### src/rtl/mem_ctrl_pkg.sv
// Shared constants and types for the core-to-external-bus memory controller.
// Owner codes, MEM request codes and the owner FSM state type live here.
package mem_ctrl_pkg;

  localparam logic RST_ENABLE    = 1'b1;
  localparam int   INST_ADDR_BUS = 32;

  // Externally visible owner code reported on if_or_mem.
  typedef enum logic [1:0] {
    OWN_NONE = 2'b00,
    OWN_IF   = 2'b01,
    OWN_MEM  = 2'b10
  } own_e;

  // Request code driven by the MEM stage; 2'b11 is illegal.
  typedef enum logic [1:0] {
    MEM_NONE  = 2'b00,
    MEM_LOAD  = 2'b01,
    MEM_STORE = 2'b10
  } mem_req_e;

  typedef enum logic [1:0] {
    ST_IDLE,
    ST_IF,
    ST_MEM,
    ST_SWITCH
  } owner_state_e;

  // The illegal code 2'b11 counts as no request.
  function automatic logic mem_req_valid(input logic [1:0] req);
    return (req == MEM_LOAD) || (req == MEM_STORE);
  endfunction

endpackage

### src/rtl/mem_ctrl_arb.sv
// Bus-ownership FSM: MEM beats IF from IDLE, no preemption, and a one-cycle
// SWITCH bubble when the bus passes from MEM to IF.
module mem_ctrl_arb
  import mem_ctrl_pkg::*;
(
  input  logic         clk,
  input  logic         rst,
  input  logic         if_request,
  input  logic [1:0]   mem_request,
  output owner_state_e owner_q,
  output logic [1:0]   if_or_mem,
  output logic         if_stall_request
);

  owner_state_e owner_d;
  logic         mem_req;
  logic         in_reset;

  assign mem_req  = mem_req_valid(mem_request);
  assign in_reset = (rst == RST_ENABLE);

  // NOTE: state registers use non-blocking assignments so every flop samples
  // the pre-edge value of its inputs regardless of process evaluation order.
  always_ff @(posedge clk) begin
    if (in_reset) begin
      owner_q <= ST_IDLE;
    end else begin
      owner_q <= owner_d;
    end
  end

  // NOTE: every output of this block gets a default first, so no path through
  // the case statement can leave a signal unassigned and infer a latch.
  always_comb begin
    owner_d   = owner_q;
    if_or_mem = OWN_NONE;
    unique case (owner_q)
      ST_IDLE: begin
        if (mem_req) begin
          owner_d = ST_MEM;
        end else if (if_request) begin
          owner_d = ST_IF;
        end
      end
      ST_IF: begin
        if_or_mem = OWN_IF;
        if (!if_request) begin
          owner_d = ST_IDLE;
        end
      end
      ST_MEM: begin
        if_or_mem = OWN_MEM;
        if (!mem_req) begin
          owner_d = if_request ? ST_SWITCH : ST_IDLE;
        end
      end
      ST_SWITCH: begin
        // Bubble: the last MEM read byte is still on ram_din this cycle.
        owner_d = if_request ? ST_IF : ST_IDLE;
      end
      default: owner_d = ST_IDLE;
    endcase
  end

  assign if_stall_request = !in_reset && if_request && (owner_q != ST_IF);

endmodule

### src/rtl/mem_ctrl.sv
// Byte-serial port between the core (IF and MEM clients) and the 8-bit external
// RAM/IO bus: owner arbitration, combinational bus mux and IO store throttle.
module mem_ctrl
  import mem_ctrl_pkg::*;
#(
  parameter int ADDR_W    = INST_ADDR_BUS,
  parameter int IO_SEL_HI = 17,
  parameter int IO_SEL_LO = 16
) (
  input  logic              clk,
  input  logic              rst,
  input  logic              if_request,
  input  logic [ADDR_W-1:0] if_addr,
  output logic [7:0]        if_data_o,
  input  logic [1:0]        mem_request,
  input  logic [ADDR_W-1:0] mem_addr,
  input  logic [7:0]        mem_data_i,
  output logic [7:0]        mem_data_o,
  output logic [1:0]        if_or_mem,
  output logic              if_stall_request,
  input  logic              io_buffer_full,
  input  logic [7:0]        ram_din,
  output logic [7:0]        ram_dout,
  output logic [ADDR_W-1:0] ram_a,
  output logic              ram_wr
);

  owner_state_e owner_q;
  logic         in_reset;
  logic         is_store;
  logic         in_io_window;
  logic         io_throttle;

  mem_ctrl_arb u_arb (
    .clk              (clk),
    .rst              (rst),
    .if_request       (if_request),
    .mem_request      (mem_request),
    .owner_q          (owner_q),
    .if_or_mem        (if_or_mem),
    .if_stall_request (if_stall_request)
  );

  assign in_reset     = (rst == RST_ENABLE);
  assign is_store     = (mem_request == MEM_STORE);
  assign in_io_window = &mem_addr[IO_SEL_HI:IO_SEL_LO];
  // A held-back IO store keeps MEM as owner; the MEM stage replays the byte.
  assign io_throttle  = is_store && in_io_window && io_buffer_full;

  // Reset also forces the bus quiet combinationally, so a store cut short by
  // reset never writes during the reset cycle itself.
  always_comb begin
    ram_a    = '0;
    ram_wr   = 1'b0;
    ram_dout = '0;
    if (!in_reset) begin
      unique case (owner_q)
        ST_IF: begin
          ram_a = if_addr;
        end
        ST_MEM: begin
          ram_a    = mem_addr;
          ram_dout = mem_data_i;
          ram_wr   = is_store && !io_throttle;
        end
        default: ;
      endcase
    end
  end

  // Read data is broadcast; each client knows which cycle its byte belongs to.
  assign if_data_o  = in_reset ? '0 : ram_din;
  assign mem_data_o = in_reset ? '0 : ram_din;

endmodule

### config.mk
export PLATFORM = sky130hd
export DESIGN_NAME = mem_ctrl
export DESIGN_NICKNAME = d
export VERILOG_FILES = /design/src/rtl/mem_ctrl_pkg.sv /design/src/rtl/mem_ctrl_arb.sv /design/src/rtl/mem_ctrl.sv
export SDC_FILE = /design/constraint.sdc
export NUM_CORES = 1
export LEC_CHECK = 0
export CAP_MARGIN = 20
export CORE_ASPECT_RATIO = 1.25
export CORE_MARGIN = 5
export CORE_UTILIZATION = 23
export CTS_BUF_LIST = sky130_fd_sc_hd__clkbuf_8 sky130_fd_sc_hd__clkbuf_16
export DETAILED_ROUTE_END_ITERATION = 16
export GPL_TIMING_DRIVEN = 0
export PLACE_DENSITY_LB_ADDON = 0.15
export SYNTH_ARGS = -nofsm -noshare
export SYNTH_HDL_FRONTEND = slang
export SYNTH_SLANG_ARGS = --single-unit
### constraint.sdc
create_clock -name clk -period 3.5 [get_ports clk]
set_clock_uncertainty 0.1 [all_clocks]
set_input_delay 0.875 -clock clk [delete_from_list [all_inputs] [get_ports clk]]
set_output_delay 0.875 -clock clk [all_outputs]
set_load 0.01 [all_outputs]
==> impl_metrics.json, run 1 <==
{
  "pwr_density_cell_nw_per_um2": 409,
  "synthCells": 131,
  "whs_endpoint": "u_arb.owner_q[0]",
  "outcome": "complete, no violations",
  "ant_nets": 0,
  "start_util_pct": 24.2,
  "wl_per_cell_um": 15.0,
  "grt_first_pass_wirelength_mm": 7.02,
  "maxCapViolations": 0,
  "grt_usage_pct": 17.1,
  "syn-mean-instance-area_sq_um": 6.54,
  "rsz0062_at_grt": "false",
  "cpMostUsedCell": "clkdlybuf4s50_1",
  "cts_sinks": 2,
  "clk-insertion-delay-late_ps": 210,
  "core_area_sq_um": 3540,
  "wl_mm": 4.78,
  "die_w_um": 64.6,
  "n_fill_cell": 306,
  "via_count": 1483,
  "hold_path_depth": 2,
  "cts_setup_buffers": 0,
  "cp-end-kind": "primary output",
  "cts-root-buf": "clkbuf_8",
  "max_stage_delay_ps": 550,
  "ys_seq_area_share_pct": 4.67,
  "synth_area_sq_um": 857,
  "antenna_found_initial": 0,
  "io-pin-count": 146,
  "htreeDepth": 1,
  "grt_max_degree": 11,
  "worstReg2RegStart": "u_arb.owner_q[0]",
  "ir_drop_uv": 327,
  "path_class": "in2out",
  "clock.fmax_ghz": 0.296,
  "die_h_um": 78.3,
  "critPathMaxFanout": 10,
  "hold_ws_ps": 537,
  "diodes": 0,
  "viasPerCell": 4.66,
  "crit_path_top_delay_cell": "clkdlybuf4s50_1",
  "synth_fp_nets": 225,
  "crit_chain": "clkdlybuf4s50_1, buf_2, nor2b_1, buf_4, clkdlybuf4s50_1",
  "dieArea_sq_um": 5050,
  "areaGrowthSynthToFinish_pct": 182,
  "largest_register": "u_arb.owner_q",
  "cp-startpoint": "rst",
  "clkSlewWorstSetupHoldPaths_ps": 30,
  "p_leak_nw": 0.923,
  "r2r_cells": 6,
  "gp_congestion": 0.773,
  "dp_hpwl_mm": 4.02,
  "yosys_warnings": 0,
  "port_buffers": 145,
  "fin_crit_ps": 3380,
  "dr.pass1.iters": 4,
  "cp-start-kind": "primary input",
  "grt_pass1_vias": 1417,
  "finalNetCount": 375,
  "slew_violations": 0,
  "worst_ep_arrival_time_ps": 2400,
  "placementRows": 24,
  "cts_hold_buf": 0,
  "relSlewSlack_pct": 86.2,
  "largest_reg_flops": 2,
  "worstHoldPathType": "reg2reg",
  "cts_buffers": 3,
  "pre_cts_ws_ps": -61.3,
  "min_period_over_period_pct": 96.6,
  "ys_types": 21,
  "reg.largest.list": "u_arb.owner_q (2)",
  "min-delay-start": "u_arb.owner_q[0]",
  "drtIter0Drc": 88,
  "cts_resized": 2,
  "cts_tree": "yes",
  "setup_viol": 0,
  "globalRoute.totalOverflow": 0,
  "finalSetupTns_ps": 0,
  "r2r-end": "u_arb.owner_q[1]",
  "worst_pin_slew_ps": 207,
  "fin_ws_ps": 120,
  "rrSetupSlack_ps": 2000,
  "drive_gt1_share_pct": 10.4,
  "hold_viol_final": 0,
  "route.detailed.drc": 0,
  "ctsLongestPathBuffers": 2,
  "synth_seq_cells": 2,
  "critPathRequiredTime_ps": 2520
}
[logic make-up (layout without fill, tap and decap cells)]
group / Yosys count / after routing / share of synthesized area [%]
AO/OA/AOI/OAI: 39 / 39 / 34.6
flip-flops: 2 / 2 / 4.67
AND/OR/NAND/NOR: 58 / 58 / 32.3
multiplexers: 1 / 1 / 1.31
adder cells (fa/ha/maj): 8 / 8 / 11.7
buffers and inverters: 23 / 171 / 15.5
[through the flow]
step	instances	area, sq um	power, mW	utilization (%)
5_1_grt	318	2410	1.07	68.1
3_5_place_dp	315	2360	0.884	66.5
2_1_floorplan	131	857	0.518	-
3_3_place_gp	315	2360	0.878	66.5
4_1_cts	318	2400	0.984	67.8
6_report	318	2410	0.986	68.1
[metal layers]
metal / global-route usage [%] / wire length, um
met5: 0 / 0
met4: 4.02 / 51
met3: 5.29 / 541
met2: 31.3 / 2350
met1: 19.2 / 1840
[worst max path at each step]
stage	end	cells past startpoint
5_1_grt	mem_data_o[0]	5
4_1_cts	ram_a[2]	5
3_5_place_dp	mem_data_o[1]	5
3_3_place_gp	mem_data_o[1]	5
2_1_floorplan	mem_data_o[0]	3
6_report	mem_data_o[0]	5
[synth_stat cells]
cell / number / area share [%]
nand2b_1: 2 / 1.5
dfxtp_1: 2 / 4.7
nor2b_1: 8 / 5.8
nor2_1: 32 / 14
buf_4: 9 / 7.9
ha_1: 8 / 12
buf_2: 10 / 5.8
a211oi_2: 2 / 2.9
a22oi_1: 32 / 28
and3_1: 1 / 0.73
inv_1: 3 / 1.3
nor3b_1: 1 / 0.88
and2_1: 8 / 5.8
mux2_2: 1 / 1.3
a31oi_1: 3 / 2.2
nand3b_1: 1 / 0.88
clkbuf_1: 1 / 0.44
nand2_1: 4 / 1.8
o21ai_0: 1 / 0.58
and2b_1: 1 / 0.88
o21a_1: 1 / 0.88
[placed cells by master, fill, tap and decap left out, drive strengths merged]
cell,instances
o21a,1
clkbuf,3
ha,8
nand3b,1
buf,20
a22oi,32
clkdlybuf4s50,144
and2b,1
nor3b,1
and3,1
o21ai,1
and2,8
inv,3
a211oi,2
mux2,1
nor2b,8
a31oi,3
nand2b,2
nand2,4
nor2,32
dfxtp,2
dlymetal6s2s,1
[report_power, final]
part / switching, mW / leakage (nW) / internal (mW)
logic: 0.405 / 0.885 / 0.441
registers: 0.0150 / 0.0166 / 0.0346
clock network: 0.0186 / 0.0216 / 0.0728
[final cells by class]
class,count,area (sq um),area share (%)
inverters,3,11.3,0.467
multi-input cells,106,696,28.8
plain buffers,20,123,5.08
clock buffers,3,41.3,1.71
repair buffers,145,1450,60.2
well taps,39,48.8,2.02
flip-flops and latches,2,40.0,1.66
[critical path, delay by kind of cell]
kind / cells / cell delay [ps]
simple gates: 1 / 170
buf+inv: 4 / 1360
Note: power is estimated with default switching activity, not from simulation.
==> inputs of run 2 (changes only) <==
SETUP_SLACK_MARGIN = 0.4   (was not set)
==> run 2 against run 1 <==
  * Via count is 0.67% higher
  * Highest routed layer unchanged
  * Flip-flop and latch count stayed put
  * Maximum frequency is 8.3% higher
  * Non-clock buffer count is 1 higher
  * Final cell count is 0.63% higher
  * Setup slack better by 260 ps
  * Register-to-register slack hardly changed
  * Combinational power is 3.8% lower
  * Design area is 0.52% higher
  * Power is 3.3% lower
  * Routed wire length is 2.6% higher
  * First-iteration DRC count is 10% higher
==> impl_metrics.json, run 2 (same netlist as run 1, synthesis figures left out) <==
{
  "diodes": 0,
  "die_h_um": 78.3,
  "ctsLongestPathBuffers": 2,
  "worstReg2RegStart": "u_arb.owner_q[0]",
  "grt_usage_pct": 17.5,
  "r2r-end": "u_arb.owner_q[1]",
  "ir_drop_uv": 344,
  "fin_crit_ps": 3120,
  "setup_viol": 0,
  "fin_ws_ps": 380,
  "final_cells": 320,
  "cts_sinks": 2,
  "largest_reg_flops": 2,
  "start_util_pct": 24.2,
  "areaGrowthSynthToFinish_pct": 183,
  "cp-start-kind": "primary input",
  "cp-startpoint": "ram_din[7]",
  "layout_common_cells": "clkdlybuf4s50_1 (99), dlygate4sd2_1 (35), a22oi_1 (32), nor2_1 (32)",
  "layout_commonest_cell": "clkdlybuf4s50_1",
  "placed_area_sq_um": 2360,
  "die_w_um": 64.6,
  "whs_endpoint": "u_arb.owner_q[0]",
  "route.detailed.drc": 0,
  "relSlewSlack_pct": 87.4,
  "n_fill_cell": 322,
  "clkSlewWorstSetupHoldPaths_ps": 30,
  "placementRows": 24,
  "rrSetupSlack_ps": 1990,
  "globalRoute.totalOverflow": 0,
  "p_leak_nw": 1.24,
  "dp_cells": 315,
  "via_count": 1493,
  "cts-root-buf": "clkbuf_8",
  "ant_nets": 0,
  "critPathRequiredTime_ps": 2520,
  "core_area_sq_um": 3540,
  "gp_congestion": 0.773,
  "worst_pin_slew_ps": 189,
  "wl_per_cell_um": 15.3,
  "power_mw": 0.953,
  "cp-end-kind": "primary output",
  "multi_input_area_sq_um": 714,
  "drtIter0Drc": 97,
  "antenna_found_initial": 0,
  "min-delay-start": "u_arb.owner_q[0]",
  "drive_gt1_share_pct": 12.8,
  "wl_mm": 4.91,
  "reg.largest.list": "u_arb.owner_q (2)",
  "port_buffers": 145,
  "grt_max_degree": 11,
  "viasPerCell": 4.67,
  "cts_tree": "yes",
  "worst_ep_arrival_time_ps": 2140,
  "dr.pass1.iters": 4,
  "regArea_sq_um": 40.0,
  "r2r_cells": 6,
  "cts_buffers": 3,
  "maxCapViolations": 0,
  "slew_violations": 0,
  "dieArea_sq_um": 5050,
  "pwr_density_cell_nw_per_um2": 393,
  "io-pin-count": 146,
  "clock.fmax_ghz": 0.321,
  "hold_viol_final": 0,
  "critPathMaxFanout": 2,
  "min_period_over_period_pct": 89.1,
  "pre_cts_ws_ps": -61.3,
  "worstHoldPathType": "reg2reg",
  "cts_hold_buf": 0,
  "htreeDepth": 1,
  "grt_first_pass_wirelength_mm": 7.17,
  "grt_pass1_vias": 1444,
  "largest_register": "u_arb.owner_q",
  "hold_path_depth": 2,
  "finalNetCount": 377,
  "finalSetupTns_ps": 0,
  "rsz0062_at_grt": "true",
  "clk-insertion-delay-late_ps": 210,
  "dp_hpwl_mm": 4.02,
  "design_area_sq_um": 2430,
  "outcome": "complete, no violations",
  "path_class": "in2out"
}
-- run 2: report_power, final --
part	switching, mW	total, mW	internal [mW]
logic	0.406	0.813	0.407
clock network	0.0184	0.0912	0.0728
registers	0.0147	0.0493	0.0346
-- run 2: routing by layer --
| layer | up-vias | GRT usage, % | share of wire, % |
|---|---|---|---|
| met2 | 88 | 32.0 | 50 |
| li1 | 757 | - | - |
| met4 | 0 | 4.02 | 1.1 |
| met5 | - | 0 | 0 |
| met3 | 4 | 5.43 | 11 |
| met1 | 644 | 19.5 | 39 |
-- run 2: how the worst max path moves through the flow --
stage | endpoint | slack, ps | cells after the start
CTS | mem_data_o[1] | 360 | 5
detailed placement | mem_data_o[1] | -60 | 5
finish | mem_data_o[7] | 380 | 4
global placement | mem_data_o[1] | -50 | 5
global route | mem_data_o[7] | 320 | 4
floorplan | mem_data_o[0] | 1040 | 3
-- run 2: cell type report --
class | count | share of cell area (%)
buffer | 20 | 5.57
timing repair buffer | 146 | 59.2
clock buffer | 3 | 1.70
sequential | 2 | 1.65
tap | 39 | 2.01
inverter | 3 | 0.464
multi-input combinational | 107 | 29.4
-- run 2: what timing repair did --
| action | in CTS | in global routing |
|---|---|---|
| setup endpoints to repair | 57 | 16 |
| resized for setup | 47 | 15 |
| setup buffers | 0 | 1 |
| gates cloned | 0 | 1 |
-- run 2: worst max-delay path, cell delays in order --
cell and delay (ps):
clkdlybuf4s50_1 450, nor2b_1 170, buf_4 130, clkdlybuf4s50_1 530
-- run 2: per-stage QoR --
step | util (%) | hold WS, ps
2_1_floorplan | - | 499
3_3_place_gp | 66.5 | 530
3_5_place_dp | 66.5 | 534
4_1_cts | 67.3 | 538
5_1_grt | 68.5 | 558
6_report | 68.5 | 532
==> inputs of run 3 (changes only) <==
CELL_PAD_IN_SITES_DETAIL_PLACEMENT = 0   (was not set)
CELL_PAD_IN_SITES_GLOBAL_PLACEMENT = 1   (was not set)
CORE_UTILIZATION = 13   (was 23)
==> run 3 against run 2 <==
  * Hold slack got worse by 9.4 ps
  * Combinational power up 2.6%
  * Sequential share of layout area is essentially flat
  * Core utilization decreased by 30 points
  * Highest routed layer unchanged
==> impl_metrics.json, run 3 (same netlist as run 1, synthesis figures left out) <==
{
  "fin_crit_ps": 3070,
  "grt_usage_pct": 11.2,
  "swShare_pct": 46.8,
  "dr.pass1.iters": 4,
  "p_clk_share_pct": 9.1,
  "path_class": "in2out",
  "setup_viol": 0,
  "pwr-share-comb_pct": 85.4,
  "power_mw": 0.976,
  "cp-start-kind": "primary input",
  "globalRoute.totalOverflow": 0,
  "finalSetupTns_ps": 0,
  "min_period_over_period_pct": 87.6,
  "critPathRequiredTime_ps": 2520,
  "internal_power_mw": 0.519,
  "wl_mm": 5.20,
  "drtIter0Drc": 34,
  "worstReg2RegStart": "u_arb.owner_q[0]",
  "largest_reg_flops": 2,
  "cts_tree": "yes",
  "n_fill_cell": 712,
  "ant_nets": 0,
  "whs_endpoint": "u_arb.owner_q[1]",
  "slew_violations": 0,
  "cts_buffers": 3,
  "hold_ws_ps": 522,
  "fin_ws_ps": 432,
  "maxCapViolations": 0,
  "route.detailed.drc": 0,
  "via_count": 1496,
  "dieArea_sq_um": 8330,
  "clkSlewWorstSetupHoldPaths_ps": 30,
  "diodes": 0,
  "die_w_um": 82.6,
  "antenna_found_initial": 0,
  "drive_gt1_share_pct": 13.5,
  "critPathMaxFanout": 10,
  "cts-root-buf": "clkbuf_8",
  "layout_common_cells": "clkdlybuf4s50_1 (94), dlygate4sd2_1 (36), a22oi_1 (32), nor2_1 (32), dlymetal6s2s_1 (15)",
  "finalNetCount": 378,
  "p_switching_mw": 0.457,
  "worst_pin_slew_ps": 209,
  "clk-insertion-delay-late_ps": 210,
  "r2r-end": "u_arb.owner_q[0]",
  "port_buffers": 145,
  "placementRows": 33,
  "pwr_density_cell_nw_per_um2": 389,
  "ctsLongestPathBuffers": 2,
  "cp-end-kind": "primary output",
  "grt_max_degree": 11,
  "p_seq_share_pct": 5.4,
  "hold_path_depth": 2,
  "gp_congestion": 0.685,
  "outcome": "complete, no violations",
  "pre_cts_ws_ps": -72.7,
  "die_h_um": 101,
  "largest_register": "u_arb.owner_q",
  "ir_drop_uv": 168,
  "relSlewSlack_pct": 86.0,
  "areaGrowthSynthToFinish_pct": 193,
  "reg.largest.list": "u_arb.owner_q (2)",
  "rsz0062_at_grt": "true",
  "r2r_cells": 6,
  "wl_per_cell_um": 14.1,
  "cts_sinks": 2,
  "multi_input_area_sq_um": 717,
  "core_area_sq_um": 6480,
  "start_util_pct": 13.2,
  "regArea_sq_um": 41.3,
  "max_stage_delay_ps": 530,
  "worst_ep_arrival_time_ps": 2090,
  "htreeDepth": 1,
  "min-delay-start": "u_arb.owner_q[1]",
  "p_leak_nw": 1.33,
  "post-route-util_pct": 38.8,
  "grt_pass1_vias": 1485,
  "rrSetupSlack_ps": 1970,
  "crit_chain": "dlygate4sd2_1, buf_6, nor2b_2, buf_4, clkdlybuf4s50_1",
  "viasPerCell": 4.05,
  "layout_commonest_cell": "clkdlybuf4s50_1",
  "dp_hpwl_mm": 4.29,
  "crit_path_top_delay_cell": "clkdlybuf4s50_1",
  "io-pin-count": 146,
  "worstHoldPathType": "reg2reg",
  "grt_first_pass_wirelength_mm": 7.37,
  "clock.fmax_ghz": 0.326,
  "hold_viol_final": 0
}
==> run 3: routing by layer <==
metal	track usage (%)	share of wire, %	up-vias
li1	-	-	757
met4	2.14	0.27	0
met5	0	0	-
met2	20.6	50	91
met1	12.0	35	644
met3	4.11	15	4
==> run 3: critical path, delay by kind of cell <==
family | cells | cell delay, ps
buf+inv | 4 | 1100
simple gates | 1 | 120
==> run 3: layout make-up <==
type | instances | share of cell area, %
tap | 87 | 4.33
timing repair buffer | 147 | 58.1
inverter | 3 | 0.448
multi-input combinational | 107 | 28.5
sequential | 2 | 1.64
clock buffer | 3 | 1.64
buffer | 20 | 5.33
==> run 3: power by group through the flow <==
stage          clock network [mW]  registers, mW  logic (mW)
5_1_grt                    0.0946         0.0568       0.928
3_3_place_gp                    0         0.0508       0.860
4_1_cts                    0.0924         0.0516       0.839
2_1_floorplan                   0         0.0467       0.471
3_5_place_dp                    0         0.0517       0.854
6_report                   0.0892         0.0530       0.834
==> run 3: what timing repair did <==
| item | in CTS | in global routing |
|---|---|---|
| setup buffers | 0 | 2 |
| hold buffers | 0 | 0 |
| cloned | 1 | 0 |
| pin swaps | 0 | 0 |
| endpoints found under the setup margin | 57 | 21 |
| resized for setup | 43 | 25 |
==> run 3: through the flow <==
stage | instance area [sq um] | cells
3_5_place_dp | 2420 | 363
4_1_cts | 2440 | 367
3_3_place_gp | 2420 | 363
2_1_floorplan | 857 | 131
6_report | 2510 | 369
5_1_grt | 2510 | 369
==> run 3: worst max path at each step <==
stage          startpoint             to  slack, ps  cells past startpoint
2_1_floorplan         rst  mem_data_o[0]       1040                      3
6_report              rst  mem_data_o[2]        430                      5
3_5_place_dp          rst  mem_data_o[3]        -70                      5
3_3_place_gp          rst  mem_data_o[2]       -120                      5
4_1_cts               rst  mem_data_o[1]        310                      5
5_1_grt        ram_din[2]  mem_data_o[2]        340                      4
